File: src/rtl/sdram_burst_arbiter.sv
// ----------------------------------------------------------------------------
// sdram_burst_arbiter
//
// Shares the single SDRAM burst port between the cache line-fill path (read)
// and the write-buffer drain path (write). One burst command is issued per
// grant. The grant is held until BURST_LEN data beats for that direction have
// been counted. A single DONE cycle then follows, which guarantees a one-cycle
// bubble between bursts.
//
// Arbitration in IDLE, highest priority first:
//   1. wr_req & wr_urgent                  (buffer full / tag conflict)
//   2. wr_req & read streak exhausted      (bounds write starvation)
//   3. rd_req
//   4. wr_req
//
// Ports:
//   clk_i, rst_ni          clock; asynchronous active-low reset
//   rd_req_i, rd_addr_i    line-fill request (level) and line address
//   wr_req_i, wr_addr_i    drain request (level) and line address
//   wr_urgent_i            raises write priority
//   mem_cmd_valid_o/ready_i/wr_o/addr_o   burst command handshake to SDRAM ctrl
//   mem_rxd_i, mem_txd_i   read beat delivered / write beat consumed
//   rd_gnt_o, wr_gnt_o     current owner of the port
//   rd_done_o, wr_done_o   one-cycle burst-complete pulses
//   beat_cnt_o             beat index within the current burst
// ----------------------------------------------------------------------------
module sdram_burst_arbiter #(
   parameter int ADDR_W        = 22,
   parameter int BURST_LEN     = 8,
   parameter int MAX_RD_STREAK = 4
) (
   input  logic                         clk_i,
   input  logic                         rst_ni,

   input  logic                         rd_req_i,
   input  logic [ADDR_W-1:0]            rd_addr_i,
   input  logic                         wr_req_i,
   input  logic [ADDR_W-1:0]            wr_addr_i,
   input  logic                         wr_urgent_i,

   output logic                         mem_cmd_valid_o,
   input  logic                         mem_cmd_ready_i,
   output logic                         mem_cmd_wr_o,
   output logic [ADDR_W-1:0]            mem_cmd_addr_o,
   input  logic                         mem_rxd_i,
   input  logic                         mem_txd_i,

   output logic                         rd_gnt_o,
   output logic                         wr_gnt_o,
   output logic                         rd_done_o,
   output logic                         wr_done_o,
   output logic [$clog2(BURST_LEN)-1:0] beat_cnt_o
);

   localparam int BEAT_W   = $clog2(BURST_LEN);
   localparam int STREAK_W = $clog2(MAX_RD_STREAK + 1);

   localparam logic [BEAT_W-1:0]   BEAT_LAST  = BEAT_W'(BURST_LEN - 1);
   localparam logic [STREAK_W-1:0] STREAK_MAX = STREAK_W'(MAX_RD_STREAK);

   if (BURST_LEN < 2 || (BURST_LEN & (BURST_LEN - 1)) != 0) begin : g_bad_burst_len
      $error("BURST_LEN must be a power of 2 and at least 2");
   end
   if (MAX_RD_STREAK < 1) begin : g_bad_streak
      $error("MAX_RD_STREAK must be at least 1");
   end

   // state  | meaning
   // IDLE   | port free; arbitrate pending requests
   // CMD    | burst command presented, waiting for mem_cmd_ready_i
   // XFER   | counting data beats of the granted direction
   // DONE   | done pulse for the finished burst; grant already dropped
   typedef enum logic [1:0] {
      S_IDLE = 2'd0,
      S_CMD  = 2'd1,
      S_XFER = 2'd2,
      S_DONE = 2'd3
   } state_e;

   state_e               state_q,  state_d;
   logic                 dir_wr_q, dir_wr_d;
   logic [ADDR_W-1:0]    addr_q,   addr_d;
   logic [BEAT_W-1:0]    beat_q,   beat_d;
   logic [STREAK_W-1:0]  streak_q, streak_d;

   logic                 streak_full;
   logic                 beat_hit;
   logic                 owns_port;

   assign streak_full = (streak_q == STREAK_MAX);

   // Only the strobe of the granted direction advances the beat count.
   assign beat_hit = dir_wr_q ? mem_txd_i : mem_rxd_i;

   always_comb begin
      state_d  = state_q;
      dir_wr_d = dir_wr_q;
      addr_d   = addr_q;
      beat_d   = beat_q;
      streak_d = streak_q;

      case (state_q)
         S_IDLE: begin
            // With no write waiting there is nothing to starve.
            if (!wr_req_i) begin
               streak_d = '0;
            end

            if (wr_req_i && (wr_urgent_i || streak_full)) begin
               state_d  = S_CMD;
               dir_wr_d = 1'b1;
               addr_d   = wr_addr_i;
               streak_d = '0;
            end else if (rd_req_i) begin
               state_d  = S_CMD;
               dir_wr_d = 1'b0;
               addr_d   = rd_addr_i;
               if (wr_req_i && !streak_full) begin
                  streak_d = streak_q + STREAK_W'(1);
               end
            end else if (wr_req_i) begin
               state_d  = S_CMD;
               dir_wr_d = 1'b1;
               addr_d   = wr_addr_i;
               streak_d = '0;
            end
         end

         S_CMD: begin
            if (mem_cmd_ready_i) begin
               state_d = S_XFER;
               beat_d  = '0;
            end
         end

         S_XFER: begin
            if (beat_hit) begin
               if (beat_q == BEAT_LAST) begin
                  beat_d  = '0;
                  state_d = S_DONE;
               end else begin
                  beat_d = beat_q + BEAT_W'(1);
               end
            end
         end

         S_DONE: begin
            state_d = S_IDLE;
         end

         default: begin
            state_d = S_IDLE;
         end
      endcase
   end

   always_ff @(posedge clk_i or negedge rst_ni) begin
      if (!rst_ni) begin
         state_q  <= S_IDLE;
         dir_wr_q <= 1'b0;
         addr_q   <= '0;
         beat_q   <= '0;
         streak_q <= '0;
      end else begin
         state_q  <= state_d;
         dir_wr_q <= dir_wr_d;
         addr_q   <= addr_d;
         beat_q   <= beat_d;
         streak_q <= streak_d;
      end
   end

   // All outputs decode directly from registered state, so an asynchronous
   // reset forces them low immediately, even mid-burst.
   assign owns_port = (state_q == S_CMD) || (state_q == S_XFER);

   assign mem_cmd_valid_o = (state_q == S_CMD);
   assign mem_cmd_wr_o    = dir_wr_q;
   assign mem_cmd_addr_o  = addr_q;

   assign rd_gnt_o  = owns_port && !dir_wr_q;
   assign wr_gnt_o  = owns_port &&  dir_wr_q;
   assign rd_done_o = (state_q == S_DONE) && !dir_wr_q;
   assign wr_done_o = (state_q == S_DONE) &&  dir_wr_q;

   assign beat_cnt_o = beat_q;

endmodule

File: config.mk
export PLATFORM = sky130hd
export DESIGN_NAME = sdram_burst_arbiter
export DESIGN_NICKNAME = d
export VERILOG_FILES = /design/src/rtl/sdram_burst_arbiter.sv
export SDC_FILE = /design/constraint.sdc
export NUM_CORES = 1
export LEC_CHECK = 0
export ABC_AREA = 0
export ABC_CLOCK_PERIOD_IN_PS = 2100
export CAP_MARGIN = 20
export CELL_PAD_IN_SITES_DETAIL_PLACEMENT = 1
export CELL_PAD_IN_SITES_GLOBAL_PLACEMENT = 2
export CORE_MARGIN = 10
export CORE_UTILIZATION = 23
export CTS_BUF_LIST = sky130_fd_sc_hd__clkbuf_2
export DETAILED_ROUTE_END_ITERATION = 16
export GPL_ROUTABILITY_DRIVEN = 0
export HOLD_SLACK_MARGIN = 0.03
export PLACE_DENSITY_LB_ADDON = 0.3
export SLEW_MARGIN = 20
export SYNTH_ARGS = -nofsm -noshare
export SYNTH_HDL_FRONTEND = slang
export SYNTH_SLANG_ARGS = --single-unit
File: constraint.sdc
create_clock -name clk_i -period 2.1 [get_ports clk_i]
set_input_delay 0.42 -clock clk_i [delete_from_list [all_inputs] [get_ports clk_i]]
set_output_delay 0.42 -clock clk_i [all_outputs]
set_load 0.01 [all_outputs]
==> results of run 1 <==
-- per-layer routing --
| layer | global-route usage, % | wire (µm) | vias up |
|---|---|---|---|
| met5 | 0 | 0 | - |
| met4 | 3.28 | 73 | 0 |
| met3 | 3.10 | 280 | 5 |
| met2 | 16.9 | 2750 | 41 |
| met1 | 12.0 | 2410 | 751 |
| li1 | - | - | 775 |
-- cells by family after synthesis --
logic type,count (synthesis)
AOI/OAI and AO/OA,31
adders and majority gates,9
buffers and inverters,17
DFF,31
muxes,6
and+or+nand+nor,87
-- registers in the layout, indices dropped and copies added (netlist names) --
register / cells
beat_cnt_o: 3
mem_cmd_addr_o: 22
mem_cmd_wr_o: 1
state_q: 2
streak_q: 3
-- stage by stage --
| stage | hold WS (ps) | util [%] | worst slack [ps] |
|---|---|---|---|
| finish | 99.1 | 38.4 | 144 |
| global route | 88.9 | 38.4 | 15.4 |
| global placement | 530 | 37.2 | 202 |
| CTS | 100 | 38.1 | 45.6 |
| floorplan | 124 | - | 504 |
| detailed placement | 540 | 37.2 | 172 |
-- cell type report --
class	count	share of cell area (%)
Timing Repair Buffer	89	33.9
Multi-Input combinational cell	133	29.6
Sequential cell	31	29.4
Tap cell	96	4.56
Clock buffer	7	1.33
Inverter	7	0.997
Clock inverter	1	0.190
-- power groups by stage --
stage          Sequential [W]  Clock, W  Combinational [W]
4_1_cts               0.00104  0.000319            0.00191
6_report              0.00104  0.000294            0.00189
5_1_grt               0.00108  0.000354            0.00211
3_3_place_gp          0.00104         0            0.00185
2_1_floorplan         0.00115         0           0.000845
3_5_place_dp          0.00106         0            0.00187
-- critical path: cells and delay by family (launching register included) --
family	cells	cell delay, ps
flip-flops	1	430
buffers and inverters	2	370
adder cells (fa/ha/maj)	1	210
AND/OR/NAND/NOR	1	180
-- cell usage in the layout (no fill, tap or decap), types with 3 or more instances in the layout --
master	synthesis	final
nand2_1	50	50
mux2i_1	4	4
dfrtp_1	31	31
inv_2	1	3
nor2_1	26	26
clkbuf_2	0	7
a31oi_1	21	21
a21oi_1	3	3
clkdlybuf4s50_1	0	76
ha_1	9	8
buf_4	6	5
inv_1	6	4
-- how the worst max path moves through the flow --
stage	slack, ps	endpoint	cells past startpoint	from
after detailed placement	170	wr_gnt_o	4	state_q[1]
final	140	rd_gnt_o	4	state_q[0]
after CTS	50	mem_cmd_valid_o	3	state_q[1]
after global routing	20	rd_gnt_o	4	state_q[0]
after floorplan	500	state_q[1]	5	beat_cnt_o[0]
after global placement	200	rd_gnt_o	4	state_q[0]
-- repair_timing --
action / CTS / global route
resized for setup: 6 / 4
setup buffers: 2 / 2
pin swaps: 0 / 0
endpoints found under the setup margin: 3 / 3
cloned: 0 / 0
==> results.py, run 1 <==
metrics = {
    "run_status": {
        "outcome": "complete, no violations",
    },
    "final_layout": {
        "drive_gt1_share_pct": 11.9,
        "nets": 328,
        "diodes": 0,
        "fillers": 805,
        "stdcell_area_mm2": 0.00264,
        "multi_input_area_um2": 779,
        "final_cell_count_no_fill": 364,
        "area_growth_pct": 60.8,
        "ff_latch_area_um2": 776,
    },
    "timing": {
        "rsz0062_at_grt": "false",
        "slew-limit-headroom_pct": 51.6,
        "fin_crit_sh_pct": 93.1,
        "clock_skew_ps": 19.7,
        "drv_slew": 0,
        "tns_ps": 0,
        "tightest_slew_ps": 726,
        "setup_viol": 0,
        "fmax_mhz": 511,
        "hold_violations": 0,
        "fin_crit_ps": 1960,
    },
    "worst_setup_path": {
        "end_kind": "primary output",
        "crit_arrival_ps": 1540,
        "regToRegSetupSlack_ps": 320,
        "crit_required_ps": 1680,
        "worstRegToRegCells": 6,
        "critical-path-slowest-cell": "dfrtp_1",
        "path_max_fanout": 4,
        "critical_path_class": "reg -> out",
        "critPathLaunchType": "flop",
        "critPathMaxStageDelay_ps": 430,
        "reg2reg_from": "state_q[0]",
        "crit_chain": "inv_2 > ha_4 > and2b_2 > dlygate4sd2_1",
        "rr_endpoint": "state_q[1]",
    },
    "grt": {
        "track_usage_pct": 10.1,
        "grt_max_degree": 39,
        "grt_pass1_vias": 1698,
        "antenna_found_initial": 0,
        "grt_pass1_wl_um": 9010,
        "grt-ovfl-total": 0,
    },
    "detailed_routing": {
        "via_per_inst": 4.32,
        "wl_per_cell_um": 15.1,
        "dr.pass1.iters": 4,
        "vias": 1572,
        "drtIter0Drc": 55,
        "ant_nets": 0,
        "drc": 0,
        "wl_um": 5510,
    },
    "power": {
        "power.switching_w": 0.00120,
        "seq_power_share_pct": 32.1,
        "p_int_w": 0.00202,
        "combPwrFrac_pct": 58.7,
        "vdd_drop_max_mv": 0.519,
        "switching_share_pct": 37.3,
        "p_clk_share_pct": 9.1,
        "p_total_w": 0.00323,
        "powerDensity_mw_per_mm2": 1220,
        "power_leakage_nw": 1.14,
    },
    "floorplanning": {
        "die_h_um": 104,
        "fp-row-count": 30,
        "io_pins": 83,
        "initial_core_util_pct": 23.9,
        "die_w_um": 104,
        "core_mm2": 0.00687,
        "die_area_mm2": 0.0109,
    },
    "clock_network": {
        "cts_tree": "done",
        "htree_levels": 2,
        "hold_buffers": 0,
        "max-clock-path-buffers": 2,
        "cts-root-buf": "clkbuf_2",
        "worstSkewPairLatency_ps": 360,
        "clk_pin_slew_worst_paths_ps": 170,
        "cts_made_buffers": 5,
        "clock-sinks": 31,
    },
    "run": {
        "maxCapViolCount": 0,
    },
    "synthesis": {
        "yosys.cell_count.top_type": "nand2_1",
        "synth_xor_area_share_pct": 0,
        "synthTopCellsByCount": "nand2_1 (50), dfrtp_1 (31), nor2_1 (26)",
        "synth-main-ff-cell": "dfrtp_1",
        "synth_top_family_by_area": "simple AND/OR/NAND/NOR gates",
        "yosys.area_share.simple_pct": 22.4,
        "synth_compound_area_share_pct": 13.0,
        "synth_area_leaders": "dfrtp_1 (47%), nand2_1 (11%), a31oi_1 (8.0%)",
        "yosys_warnings": 0,
        "ys_ff_latch": 31,
        "synth_area_leader_cell": "dfrtp_1",
        "avgSynthCellArea_um2": 9.06,
        "synthCells": 181,
        "yosysUniqueCellTypes": 28,
        "synth_nets": 242,
        "synthAdderAreaFrac_pct": 6.87,
        "synthArstFlopShare_pct": 100,
        "synth_edf_count": 0,
        "syn_area_mm2": 0.00164,
        "ys_seq_area_share_pct": 47.3,
        "synth_mux_area_share_pct": 4.05,
        "synth_top_cell_area_share_pct": 47.3,
    },
    "placement": {
        "portBuffers": 82,
        "placedCellCount": 352,
        "postPlaceCellArea_mm2": 0.00255,
        "hpwl_um": 4180,
    },
    "worst_hold_path": {
        "min_path_type": "in -> async",
    },
}
Power figures use the tool's default switching activity.
==> inputs of run 2 (changes only) <==
--- a/config.mk
+++ b/config.mk
@@ -12,7 +12,8 @@
 export CELL_PAD_IN_SITES_GLOBAL_PLACEMENT = 2
 export CORE_MARGIN = 10
 export CORE_UTILIZATION = 23
-export CTS_BUF_LIST = sky130_fd_sc_hd__clkbuf_2
+export CTS_BUF_LIST = sky130_fd_sc_hd__clkbuf_4 sky130_fd_sc_hd__clkbuf_8
+export CTS_CLUSTER_SIZE = 16
 export DETAILED_ROUTE_END_ITERATION = 16
 export GPL_ROUTABILITY_DRIVEN = 0
 export HOLD_SLACK_MARGIN = 0.03
==> run 2 against run 1 <==
  * Power up 4.9%
  * Via count is 0.32% lower
  * Wire length is 0.25% lower
  * Sequential share of layout area down 0.40 points
  * Sequential power about the same
  * Clock skew fell by 14 ps
  * Register-to-register slack better by 80 ps
  * Critical path depth shrank 1
  * First-iteration DRC count shrank 11%
  * Setup slack improved by 24 ps
  * Critical path type unchanged
  * Critical endpoint is now mem_cmd_valid_o
==> results.py, run 2 (same netlist as run 1, synthesis figures left out) <==
metrics = {
    "detailed_routing": {
        "via_per_inst": 4.33,
        "wl_um": 5500,
        "dr.pass1.iters": 4,
        "drc": 0,
        "drtIter0Drc": 49,
        "wl_per_cell_um": 15.2,
        "vias": 1567,
        "ant_nets": 0,
    },
    "power": {
        "vdd_drop_max_mv": 0.494,
        "power_leakage_nw": 1.16,
        "p_total_w": 0.00338,
        "powerDensity_mw_per_mm2": 1270,
    },
    "worst_setup_path": {
        "critPathLaunchType": "flop",
        "crit_required_ps": 1680,
        "regToRegSetupSlack_ps": 400,
        "path_max_fanout": 3,
        "end_kind": "primary output",
        "crit_arrival_ps": 1510,
        "critical_path_class": "reg -> out",
    },
    "placement": {
        "portBuffers": 82,
        "hpwl_um": 4180,
    },
    "floorplanning": {
        "initial_core_util_pct": 23.9,
        "die_area_mm2": 0.0109,
        "die_w_um": 104,
        "io_pins": 83,
        "fp-row-count": 30,
        "die_h_um": 104,
        "core_mm2": 0.00687,
    },
    "final_layout": {
        "final_common_cell": "clkdlybuf4s50_1",
        "area_growth_pct": 63.0,
        "nets": 326,
        "fin_util_pct": 38.9,
        "drive_gt1_share_pct": 10.9,
        "largest_reg_flops": 22,
        "diodes": 0,
        "final_cell_mix": "clkdlybuf4s50_1 (77), nand2_1 (50), dfrtp_1 (31)",
    },
    "timing": {
        "hold_ws_ps": 201,
        "drv_slew": 0,
        "tightest_slew_ps": 725,
        "slew-limit-headroom_pct": 51.7,
        "fmax_mhz": 518,
        "setup_viol": 0,
        "clock_skew_ps": 5.32,
        "hold_violations": 0,
        "fin_crit_ps": 1930,
        "tns_ps": 0,
        "fin_crit_sh_pct": 92.0,
        "rsz0062_at_grt": "false",
    },
    "clock_network": {
        "clock-sinks": 31,
        "htree_levels": 2,
        "cts_made_buffers": 5,
        "cts-root-buf": "clkbuf_8",
        "cts_tree": "done",
        "clk_pin_slew_worst_paths_ps": 60,
        "max-clock-path-buffers": 2,
        "worstSkewPairLatency_ps": 280,
    },
    "run_status": {
        "outcome": "complete, no violations",
    },
    "worst_hold_path": {
        "min_path_type": "in -> async",
    },
    "grt": {
        "grt_max_degree": 39,
        "antenna_found_initial": 0,
        "grt_pass1_wl_um": 9030,
        "track_usage_pct": 10.1,
        "grt_pass1_vias": 1700,
        "grt-ovfl-total": 0,
    },
    "run": {
        "maxCapViolCount": 0,
    },
}
## run 2: cell count changes in the layout (fill, tap and decap cells not counted)
cell,before,now
clkbuf_2,7,0
clkbuf_8,0,5
buf_4,5,3
clkbuf_4,0,2
clkdlybuf4s15_1,2,0
clkdlybuf4s50_1,76,77
dlymetal6s2s_1,1,2
inv_1,4,5
inv_2,3,2
## run 2: what timing repair did
action                                  4_1_cts  5_1_grt
endpoints found under the setup margin        2        2
gates resized for setup                       4        2
hold buffers                                  0        0
gates cloned                                  0        0
buffers inserted                              2        0
## run 2: final timing paths
path,startpoint,to,depth (start not counted)
max in group asynchronous,rst_ni,mem_cmd_addr_o[4],1
hold reg to reg,mem_cmd_addr_o[11],mem_cmd_addr_o[11],2
min in group clk_i,mem_cmd_addr_o[11],mem_cmd_addr_o[11],2
setup / recovery,state_q[0],mem_cmd_valid_o,3
setup reg to reg,state_q[0],state_q[1],5
hold / removal,rst_ni,state_q[0],1
## run 2: report_power, final
part           total (W)  switching (W)  leakage (nW)  internal [W]
Combinational    0.00187       0.000828         0.752       0.00104
Clock           0.000473       0.000215        0.0491      0.000258
Sequential       0.00104       0.000165         0.362      0.000877
## run 2: area by class of cell
class / count / area, µm²
flip-flops and latches: 31 / 776
clock inverters: 1 / 5.00
fillers: 799 / 4200
inverters: 7 / 26.3
multi-input cells: 133 / 779
clock buffers: 7 / 83.8
repair buffers: 87 / 881
well taps: 96 / 120
## run 2: metrics by stage
| stage | setup slack [ps] | cell area [µm²] | instances |
|---|---|---|---|
| final | 169 | 2670 | 362 |
| after global routing | 81.0 | 2670 | 362 |
| after CTS | 10.1 | 2670 | 362 |
| after detailed placement | 172 | 2550 | 352 |
| after global placement | 202 | 2550 | 352 |
| after floorplan | 504 | 1640 | 181 |
## run 2: layer usage
layer / wire (µm) / track usage (%) / vias up
li1: - / - / 768
met1: 2390 / 11.8 / 748
met2: 2730 / 17.0 / 46
met3: 296 / 3.10 / 5
met4: 73 / 3.58 / 0
met5: 0 / 0 / -
## run 2: critical path, stage by stage (launching register included)
cell and delay [ps]:
dfrtp_1 410, buf_4 150, ha_1 200, clkdlybuf4s50_1 480
